<file path="config.mk">
export PLATFORM = sky130hd
export DESIGN_NAME = vec_dot_sequencer
export DESIGN_NICKNAME = d
export VERILOG_FILES = /design/src/rtl/vec_dot_sequencer_pkg.sv /design/src/rtl/vec_seq_pipe_delay.sv /design/src/rtl/vec_dot_sequencer.sv
export SDC_FILE = /design/constraint.sdc
export NUM_CORES = 1
export LEC_CHECK = 0
export CORE_MARGIN = 2
export CORE_UTILIZATION = 45
export CTS_CLUSTER_SIZE = 20
export DETAILED_ROUTE_END_ITERATION = 10
export PLACE_DENSITY = 0.7
export RECOVER_POWER = 25
export SLEW_MARGIN = 10
export SYNTH_ARGS = -nofsm -noshare
export SYNTH_HDL_FRONTEND = slang
export SYNTH_SLANG_ARGS = --single-unit
</file>
<file path="constraint.sdc">
create_clock -name clk -period 3.7 [get_ports clk]
set_clock_uncertainty 0.05 [all_clocks]
set_input_delay 0.555 -clock clk [delete_from_list [all_inputs] [get_ports clk]]
set_output_delay 0.555 -clock clk [all_outputs]
set_load 0.02 [all_outputs]
</file>
<file path="src/rtl/vec_dot_sequencer_pkg.sv">
// Shared constants and FSM state type for the vector dot-product sequencer.
package vec_dot_sequencer_pkg;

  localparam int ADDR_W    = 9;
  localparam int DATA_W    = 24;
  localparam int DRAIN_CYC = 2;

  typedef enum logic [2:0] {
    ST_IDLE,
    ST_CLEAR,
    ST_ISSUE,
    ST_DRAIN,
    ST_STORE,
    ST_DONE
  } state_t;

  // Modular address increment; wraps at 2**ADDR_W by construction.
  function automatic logic [ADDR_W-1:0] addr_inc(input logic [ADDR_W-1:0] a);
    return a + {{(ADDR_W-1){1'b0}}, 1'b1};
  endfunction

endpackage

</file>
<file path="src/rtl/vec_seq_pipe_delay.sv">
// Two-stage shift register aligning the read strobe with the multiply and
// accumulate stages of the datapath (one cycle memory latency, one cycle
// multiply).
module vec_seq_pipe_delay (
  input  logic clk,
  input  logic clr,
  input  logic in_bit,
  output logic d1,
  output logic d2
);

  // Shift rd_en through two stages; clr flushes anything in flight.
  always_ff @(posedge clk) begin
    if (clr) begin
      d1 <= 1'b0;
      d2 <= 1'b0;
    end else begin
      d1 <= in_bit;
      d2 <= d1;
    end
  end

endmodule

</file>
<file path="src/rtl/vec_dot_sequencer.sv">
// Control sequencer for one dot-product pass over two vectors held in a
// shared vector memory.
//
// state    | meaning
// ---------+-----------------------------------------------------------
// ST_IDLE  | waiting for start; len==0 start is rejected with err
// ST_CLEAR | one-cycle accumulator clear
// ST_ISSUE | one memory read per cycle, len cycles
// ST_DRAIN | let the last products reach the accumulator
// ST_STORE | write the accumulated result
// ST_DONE  | one-cycle completion pulse
module vec_dot_sequencer
  import vec_dot_sequencer_pkg::*;
(
  input  logic              clk,
  input  logic              rst,
  input  logic              start,
  input  logic              abort,
  input  logic [ADDR_W-1:0] len,
  input  logic [ADDR_W-1:0] base_a,
  input  logic [ADDR_W-1:0] base_b,
  output logic [ADDR_W-1:0] addr_a,
  output logic [ADDR_W-1:0] addr_b,
  output logic              rd_en,
  output logic              e_mul,
  output logic              e_acc,
  output logic              clr_acc,
  output logic              store,
  output logic              busy,
  output logic              done,
  output logic              err
);

  state_t            state;
  state_t            state_nxt;
  logic [ADDR_W-1:0] idx;
  logic [ADDR_W-1:0] len_q;
  logic [ADDR_W-1:0] base_a_q;
  logic [ADDR_W-1:0] base_b_q;
  logic [1:0]        drain_cnt;
  logic              err_q;
  logic              accept;
  logic              issue_last;
  logic              abort_act;
  logic              pipe_clr;

  assign accept     = (state == ST_IDLE) && start && (len != '0);
  assign issue_last = (idx == (len_q - {{(ADDR_W-1){1'b0}}, 1'b1}));
  // Abort only means something while a pass is running.
  assign abort_act  = abort && (state != ST_IDLE);
  assign pipe_clr   = rst || abort_act;

  // State register.
  always_ff @(posedge clk) begin
    if (rst) begin
      state <= ST_IDLE;
    end else begin
      state <= state_nxt;
    end
  end

  // Next-state decode and per-state control outputs.
  always_comb begin
    state_nxt = state;
    busy      = 1'b1;
    clr_acc   = 1'b0;
    rd_en     = 1'b0;
    store     = 1'b0;
    done      = 1'b0;
    case (state)
      ST_IDLE: begin
        busy = 1'b0;
        if (accept) state_nxt = ST_CLEAR;
      end
      ST_CLEAR: begin
        clr_acc   = 1'b1;
        state_nxt = ST_ISSUE;
      end
      ST_ISSUE: begin
        rd_en = 1'b1;
        if (issue_last) state_nxt = ST_DRAIN;
      end
      ST_DRAIN: begin
        if (drain_cnt == 2'd0) state_nxt = ST_STORE;
      end
      ST_STORE: begin
        // A cancel arriving in this very cycle must not commit a result.
        store     = !abort && !rst;
        state_nxt = ST_DONE;
      end
      ST_DONE: begin
        done      = !abort && !rst;
        state_nxt = ST_IDLE;
      end
      default: begin
        state_nxt = ST_IDLE;
      end
    endcase
    if (abort_act) state_nxt = ST_IDLE;
  end

  // Latch pass parameters on an accepted start; flag rejected starts.
  always_ff @(posedge clk) begin
    if (rst) begin
      len_q    <= '0;
      base_a_q <= '0;
      base_b_q <= '0;
      err_q    <= 1'b0;
    end else begin
      err_q <= (state == ST_IDLE) && start && (len == '0);
      if (accept) begin
        len_q    <= len;
        base_a_q <= base_a;
        base_b_q <= base_b;
      end
    end
  end

  assign err = err_q;

  // Element index and read addresses; held outside ISSUE and on abort.
  always_ff @(posedge clk) begin
    if (rst) begin
      idx    <= '0;
      addr_a <= '0;
      addr_b <= '0;
    end else if (state == ST_CLEAR && !abort) begin
      idx    <= '0;
      addr_a <= base_a_q;
      addr_b <= base_b_q;
    end else if (state == ST_ISSUE && !abort && !issue_last) begin
      idx    <= idx + {{(ADDR_W-1){1'b0}}, 1'b1};
      addr_a <= addr_inc(addr_a);
      addr_b <= addr_inc(addr_b);
    end
  end

  // Drain down-counter; terminal count 0 releases the FSM into STORE.
  always_ff @(posedge clk) begin
    if (rst) begin
      drain_cnt <= '0;
    end else if (state == ST_ISSUE) begin
      drain_cnt <= 2'(DRAIN_CYC - 1);
    end else if (state == ST_DRAIN && drain_cnt != 2'd0) begin
      drain_cnt <= drain_cnt - 2'd1;
    end
  end

  vec_seq_pipe_delay u_pipe (
    .clk    (clk),
    .clr    (pipe_clr),
    .in_bit (rd_en),
    .d1     (e_mul),
    .d2     (e_acc)
  );

endmodule
</file>
* Word level (Yosys, flattened, before mapping)
Cells that the tools add are included.
Widths: inputs -> output; s select.
** Word-level totals
- Register bits after elaboration :: 62
- Bits of input ports :: 31
- Word-level logic and storage cells :: 66
** Operators by class
- Add/sub/neg operators :: 5
- Equality and inequality tests :: 9
- Multiplexer cells :: 15
- Reduce and logical (&&, ||, !) cells :: 25
** Operators by type and width (number)
- $mux 9 :: 4
- $add 9x1->9 const B :: 3
- $pmux 3 s5 :: 1
- $eq 9x9->1 :: 1
- $logic_and 1x1->1 :: 9
- $logic_not 9->1 :: 1
- $mux 3 :: 3
- $reduce_bool 9->1 :: 1
- $sub 9x1->9 const B :: 1
- $mux 1 :: 7
- $eq 3x2->1 const B :: 2
- $eq 3x3->1 const B :: 2
- $ne 2x2->1 const B :: 3
- $reduce_bool 2->1 :: 3
- $reduce_or 2->1 :: 3
- $eq 3x1->1 const B :: 1
- $logic_not 1->1 :: 3
- $logic_not 3->1 :: 1
- $reduce_and 3->1 :: 1
- $reduce_bool 3->1 :: 1
- $logic_not 2->1 :: 1
- $sub 2x1->2 const B :: 1
- $logic_or 1x1->1 :: 1

* Longest topological paths before layout
Gate-level depths: netlist (run 1).
- Depth in word-level cells :: 6
- Mapped depth :: 13
- Depth with buffers taken out :: 9

* Cells and area by module
Synthesis (run 1) repeated with hierarchy kept, for this count alone.
** Second synthesis, totals
- Cells, all modules :: 406
- Area total of the unflattened synthesis :: 3174.3 um^2
** By module, submodules not included
- vec_dot_sequencer :: times used 1, cells each 402, area an instance 3121.7 um^2
- vec_seq_pipe_delay :: times used 1, cells each 4, area an instance 52.6 um^2

* Least setup slack after synthesis (run 1)
No wires, ideal clock.
- Path type :: reg2reg
- Start :: reg len_q[0]
- End :: reg addr_a[7]
- Arrival :: 2.553 ns
- Setup slack :: 0.964 ns
- Stages on the path, launching flop included :: 14
- Path buffers :: 4
- Period minus slack after synthesis :: 2.736 ns
- Cell sequence :: dfxtp_1 > clkbuf_1 > inv_1 > ha_1 > buf_2 > o21ba_1 > a221oi_1 > a41oi_1 > nor4_4 > a21oi_2 > buf_6 > buf_6 > a32oi_1 > a31oi_1
** On the way
- Word-level cells in the longest chain between the ends :: 5
** Ends and longest elaborated chain
- start, declared :: RTL line vec_dot_sequencer.sv:37 : logic [ADDR_W-1:0] len_q;
- start signal, assigned :: RTL line vec_dot_sequencer.sv:112 : len_q <= len;
- $sub 9x1->9 :: RTL line vec_dot_sequencer.sv:48 : assign issue_last = (idx == (len_q - {{(ADDR_W-1){1'b0}}, 1'b1}));
- $eq 9x9->1 :: RTL line vec_dot_sequencer.sv:48
- $logic_not 1->1 :: RTL line vec_dot_sequencer.sv:131 : end else if (state == ST_ISSUE && !abort && !issue_last) begin
- $logic_and 1x1->1 :: RTL line vec_dot_sequencer.sv:131
- $reduce_bool 2->1 (no line)
- end signal, assigned :: RTL line vec_dot_sequencer.sv:129 : addr_a <= base_a_q;
- end signal, assigned :: RTL line vec_dot_sequencer.sv:133 : addr_a <= addr_inc(addr_a);
- end, declared :: RTL line vec_dot_sequencer.sv:22 : output logic [ADDR_W-1:0] addr_a,
Every way passes these cells.
A chain may end at the register's enable or synchronous reset.

* Worst setup path after layout (run 1)
- Start :: reg len_q[0]
- End :: reg addr_a[8]
The elaborated chain is that of the path after synthesis.

==> results of run 1 <==
-- cell usage after synthesis (all sizes together) (2+ instances only) --
master | count | area share, %
dfxtp | 62 | 39
xnor2 | 10 | 2.7
and3 | 11 | 2.5
inv | 15 | 1.8
clkbuf | 16 | 1.9
nor3 | 14 | 2.8
mux2i | 4 | 1.3
a31oi | 9 | 1.8
a211oi | 8 | 1.9
nor2 | 30 | 3.5
a2111oi | 4 | 1.9
a22oi | 3 | 0.71
nand3b | 9 | 2.1
nand3 | 13 | 2.0
nand2b | 2 | 0.39
ha | 5 | 2.0
a32oi | 9 | 2.5
nand2 | 72 | 8.5
a21oi | 32 | 5.1
mux2 | 2 | 0.71
and2 | 2 | 0.39
or3 | 6 | 1.2
o21ai | 2 | 0.43
a221oi | 2 | 0.55
xor2 | 8 | 2.2
nor4 | 7 | 2.0
nand4 | 3 | 0.59
buf | 9 | 2.3
a311oi | 3 | 1.0
or2 | 2 | 0.39
-- per-stage QoR --
stage               power (mW)  std cells  setup WS, ns
floorplan               0.8748        388        0.9641
global placement        0.9584        520        0.8313
detailed placement      0.9627        520        0.7133
CTS                      1.563        536        0.6483
global route             1.619        536        0.3994
finish                   1.543        536        0.6245
-- final timing paths --
kind	cells after the start	endpoint	from
worst max-delay path	10	addr_a[8]	len_q[0]
worst min-delay path	1	u_pipe.d2	u_pipe.d1
worst max register to register	10	addr_a[8]	len_q[0]
worst min register to register	1	u_pipe.d2	u_pipe.d1
-- registers in the layout (all words and copies together) (netlist names) --
register	count
addr_a	9
addr_b	9
base_a_q	9
base_b_q	9
idx	9
len_q	9
state	3
drain_cnt	2
err	1
u_pipe.d1	1
u_pipe.d2	1
-- cells in the final DEF, fill, tap and decap left out, drive strengths merged, types with 7 or more instances in the layout --
cell type	instances
inv	16
dlygate4sd3	17
a21oi	32
xor2	8
nor2	30
xnor2	10
clkdlybuf4s50	38
nand2	72
nor3	14
a211oi	8
nor4	7
clkbuf	9
a32oi	9
dfxtp	62
nand3	13
a31oi	9
and3	11
nand3b	9
-- cell type report --
class | count | share of cell area (%)
clock inverter | 7 | 1.841
multi-input combinational | 286 | 44.31
timing repair buffer | 61 | 15.41
inverter | 15 | 1.404
clock buffer | 9 | 3.089
tap | 96 | 2.995
sequential | 62 | 30.95
-- routing by layer --
metal | routed length (µm) | global-route usage, % | share of wire, %
met5 | 0 | 0 | 0
met4 | 76 | 5.510 | 1.0
met3 | 329 | 5.970 | 4.5
met2 | 3378 | 31.03 | 46
met1 | 3528 | 26.63 | 48
-- power by group through the flow --
stage | Sequential, mW | Clock (mW) | Combinational [mW]
after detailed placement | 0.739 | 0 | 0.223
after global placement | 0.739 | 0 | 0.220
final | 0.724 | 0.598 | 0.221
after global routing | 0.729 | 0.645 | 0.245
after floorplan | 0.737 | 0 | 0.137
after CTS | 0.724 | 0.613 | 0.225
-- cell families (layout without fill, tap and decap cells) --
kind of cell	count (synthesis)	in the layout	share of synthesized area, %
AOI/OAI and AO/OA	82	82	18.53
xor gates and xnor gates	19	19	5.640
adders and majority gates	5	5	1.958
buffers and inverters	40	92	5.915
DFF	62	62	38.86
muxes	6	6	1.958
and+or+nand+nor	174	174	27.14
==> impl_metrics.toml, run 1 <==
[logic_synthesis]
synthFlopType = "dfxtp_1"
synth-seq-area-share_pct = 38.86
synth_edf_count = 0
synthesis.nets = 424
yosys_warnings = 0
synth.distinct_cells = 54
synth_area_um2 = 3194
syn-mean-instance-area_um2 = 8.233
syn_inst = 388
ys_seq_elements = 62
async_flop_share_pct = 0

[setup_path]
critical_path_buf_inv_count = 2
worst_setup_path_start_kind = "flop"
crit_path_end_kind = "flop"
critPathSlowestCell = "nor4_4"
cp.arrival_ns = 3.28
path_cells = "inv_1 -> ha_1 -> o21ba_1 -> a221oi_1 -> a41oi_1 -> nor4_4 -> a21oi_4 -> buf_12 -> nand3b_1 -> a31oi_1"
path_class = "reg2reg"
reg2reg_slack_ns = 0.62
crit_fanout = 29
worstPathRequired_ns = 3.90
max_stage_delay_ns = 0.58
crit_family = "compound AO/OA/AOI/OAI gates"

[sta]
tns_ns = 0
drv_slew = 0
min_period_ns = 3.075
rsz0062_at_grt = "false"
setup_viol = 0
slew_headroom_pct = 52.82
finalHoldViolCount = 0
fmax_mhz = 325.2
worst-slew-pin-transition_ns = 0.7077
min_period_over_period_pct = 83.12
hold_slack_ns = 0.4032

[pwr]
irDropWorstVdd_v = 0.0002145
pwr-share-seq_pct = 46.9
switching_share_pct = 28.00
clkPwrFrac_pct = 38.8
p_leak_nw = 1.555
p_int_mw = 1.111
combPwrFrac_pct = 14.3
powerDensity_nw_per_um2 = 384.9
power_switching_mw = 0.4322

[floorplanning]
dieWidth_um = 88.25
core_area_um2 = 6832
initial_core_util_pct = 46.76
die_h_um = 88.25
num_rows = 30
die-area_um2 = 7788
ios = 57

[cells_and_area]
syn_to_final_growth_pct = 25.54
finalNetCount = 471
seqCellArea_um2 = 1241
utilization_pct = 58.70
drive_gt1_share_pct = 9.545
fin_area_um2 = 4010
multi_input_area_um2 = 1777
nFillCells = 635
diodes = 0

[global_routing]
grt_usage_pct = 19.80
grt_pass1_vias = 2606
grt_max_degree = 61
grt_pass1_wl_um = 12110
antenna_found_initial = 0
grt-ovfl-total = 0

[detailed_routing]
wl_per_cell_um = 13.65
postRouteAntennaNets = 0
drt_first_pass_iters = 4
wirelength_um = 7314
route.detailed.drc = 0
vias = 2922
drtIter0Drc = 154
viasPerCell = 5.451

[cts]
numCtsBuffers = 9
cts_hold_buf = 0
cts_resized = 0
cts_tree = "done"
cts.path.max_buffers = 2
cts_root_buf = "clkbuf_8"
htree_levels = 3
post_cts_buffers = 0
clk_pin_slew_worst_paths_ns = 0.08
clk_latency_ns = 0.34
cts_sinks = 62

[min_path]
hold_class = "reg2reg"

[place]
gp_congestion = 0.8032
hpwl_um = 4905
port_buffers = 56
placed_cell_area_um2 = 3812

[outcome]
status = "finished, final reports clean"

[run]
drv_cap = 0
Power figures use the tool's default switching activity.
==> run 2, diff against run 1 <==
Settings changed: PLACE_DENSITY 0.7 to 0.73.
Clock period 3.7 ns to 2.65 ns, I/O delays scaled along.
==> impl_metrics.toml, run 2 (synthesized netlist as in run 1, its figures left out) <==
[cells_and_area]
mostFrequentLayoutCells = "nand2_1 (72), dfxtp_1 (62), clkdlybuf4s50_1 (38), a21oi_1 (31), nor2_1 (30)"
drive_gt1_share_pct = 10.54
finalNetCount = 477
syn_to_final_growth_pct = 28.44
diodes = 0
finalNonFillerCells = 542
final_common_cell = "nand2_1"

[sta]
tns_ns = 0
fmax_mhz = 402.3
setup_viol = 0
drv_slew = 0
slew_headroom_pct = 51.06
finalHoldViolCount = 0
min_period_over_period_pct = 93.81
rsz0062_at_grt = "false"
min_period_ns = 2.486
worst-slew-pin-transition_ns = 0.7341

[detailed_routing]
vias = 2932
route.detailed.drc = 0
drtIter0Drc = 271
postRouteAntennaNets = 0
wirelength_um = 7697
drt_first_pass_iters = 4
wl_per_cell_um = 14.20
viasPerCell = 5.410

[cts]
cts_sinks = 62
cts_resized = 0
clk_latency_ns = 0.35
cts_hold_buf = 0
post_cts_buffers = 0
htree_levels = 3
clk_pin_slew_worst_paths_ns = 0.07
cts_root_buf = "clkbuf_8"
cts_tree = "done"
numCtsBuffers = 9
cts.path.max_buffers = 2

[pwr]
p_leak_nw = 1.603
switching_share_pct = 25.87
pwr-share-seq_pct = 43.9
powerDensity_nw_per_um2 = 560.8
irDropWorstVdd_v = 0.0003547
combPwrFrac_pct = 13.8
power_switching_mw = 0.5951
clkPwrFrac_pct = 42.3
p_int_mw = 1.706

[setup_path]
cp.arrival_ns = 2.04
crit_fanout = 6
critPathSlowestCell = "dlygate4sd3_1"
worstPathRequired_ns = 2.20
critical_path_buf_inv_count = 2
crit_path_end_kind = "primary output"
crit_family = "buffers and inverters"
max_stage_delay_ns = 0.63
worst_setup_path_start_kind = "primary input"
path_class = "in2out"
path_cells = "dlygate4sd3_1 -> nor2_1 -> and4b_1 -> clkdlybuf4s50_1"

[floorplanning]
ios = 57
initial_core_util_pct = 46.76
core_area_um2 = 6832
num_rows = 30
die_h_um = 88.25
die-area_um2 = 7788
dieWidth_um = 88.25

[global_routing]
grt_pass1_vias = 2837
grt_usage_pct = 20.49
antenna_found_initial = 0
grt-ovfl-total = 0
grt_pass1_wl_um = 12630
grt_max_degree = 61

[place]
gp_congestion = 0.8620
hpwl_um = 5030
place_inst = 525
port_buffers = 56

[outcome]
status = "finished, final reports clean"

[min_path]
hold_class = "in2reg"

[run]
drv_cap = 0
[run 2: final timing paths]
path / start / endpoint / slack [ns] / cells past startpoint
setup reg to reg: len_q[0] / idx[5] / 0.17 / 10
hold reg to reg: base_a_q[7] / base_a_q[7] / 0.41 / 2
setup / recovery: abort / done / 0.16 / 4
hold / removal: rst / state[1] / 0.38 / 4
[run 2: metal layers]
layer / global-route usage [%] / part of all wire [%]
met5: 0 / 0
met4: 9.504 / 2.0
met2: 32.33 / 47
met3: 4.291 / 4.3
met1: 26.95 / 47
[run 2: tightest hold or removal path, cell delays in order]
cell	delay [ns]
buf_2	0.12
nor2_1	0.06
o21ai_0	0.08
a311oi_1	0.06
[run 2: per-stage QoR]
step	setup WS (ns)	cell area, µm²	total power, mW	utilization, %	hold slack (ns)
2_1_floorplan	0.04721	3196	1.222	-	0.3860
3_3_place_gp	0.1452	3837	1.340	56.17	0.3924
3_5_place_dp	0.05848	3837	1.345	56.17	0.3973
4_1_cts	0.02777	4070	2.309	59.58	0.3761
5_1_grt	0.04205	4103	2.394	60.05	0.4170
6_report	0.1641	4103	2.301	60.05	0.3829
[run 2: power by group through the flow]
| stage | logic [mW] | clock network (mW) | registers (mW) |
|---|---|---|---|
| 2_1_floorplan | 0.192 | 0 | 1.03 |
| 3_3_place_gp | 0.312 | 0 | 1.03 |
| 3_5_place_dp | 0.316 | 0 | 1.03 |
| 4_1_cts | 0.319 | 0.982 | 1.01 |
| 5_1_grt | 0.352 | 1.03 | 1.02 |
| 6_report | 0.318 | 0.974 | 1.01 |
[run 2: area by class of cell]
cell class | instances | area, µm²
fillers | 618 | 2729
flip-flops and latches | 62 | 1241
clock buffers | 12 | 155.1
repair buffers | 67 | 664.4
clock inverters | 4 | 77.57
inverters | 15 | 56.30
multi-input cells | 286 | 1788
well taps | 96 | 120.1
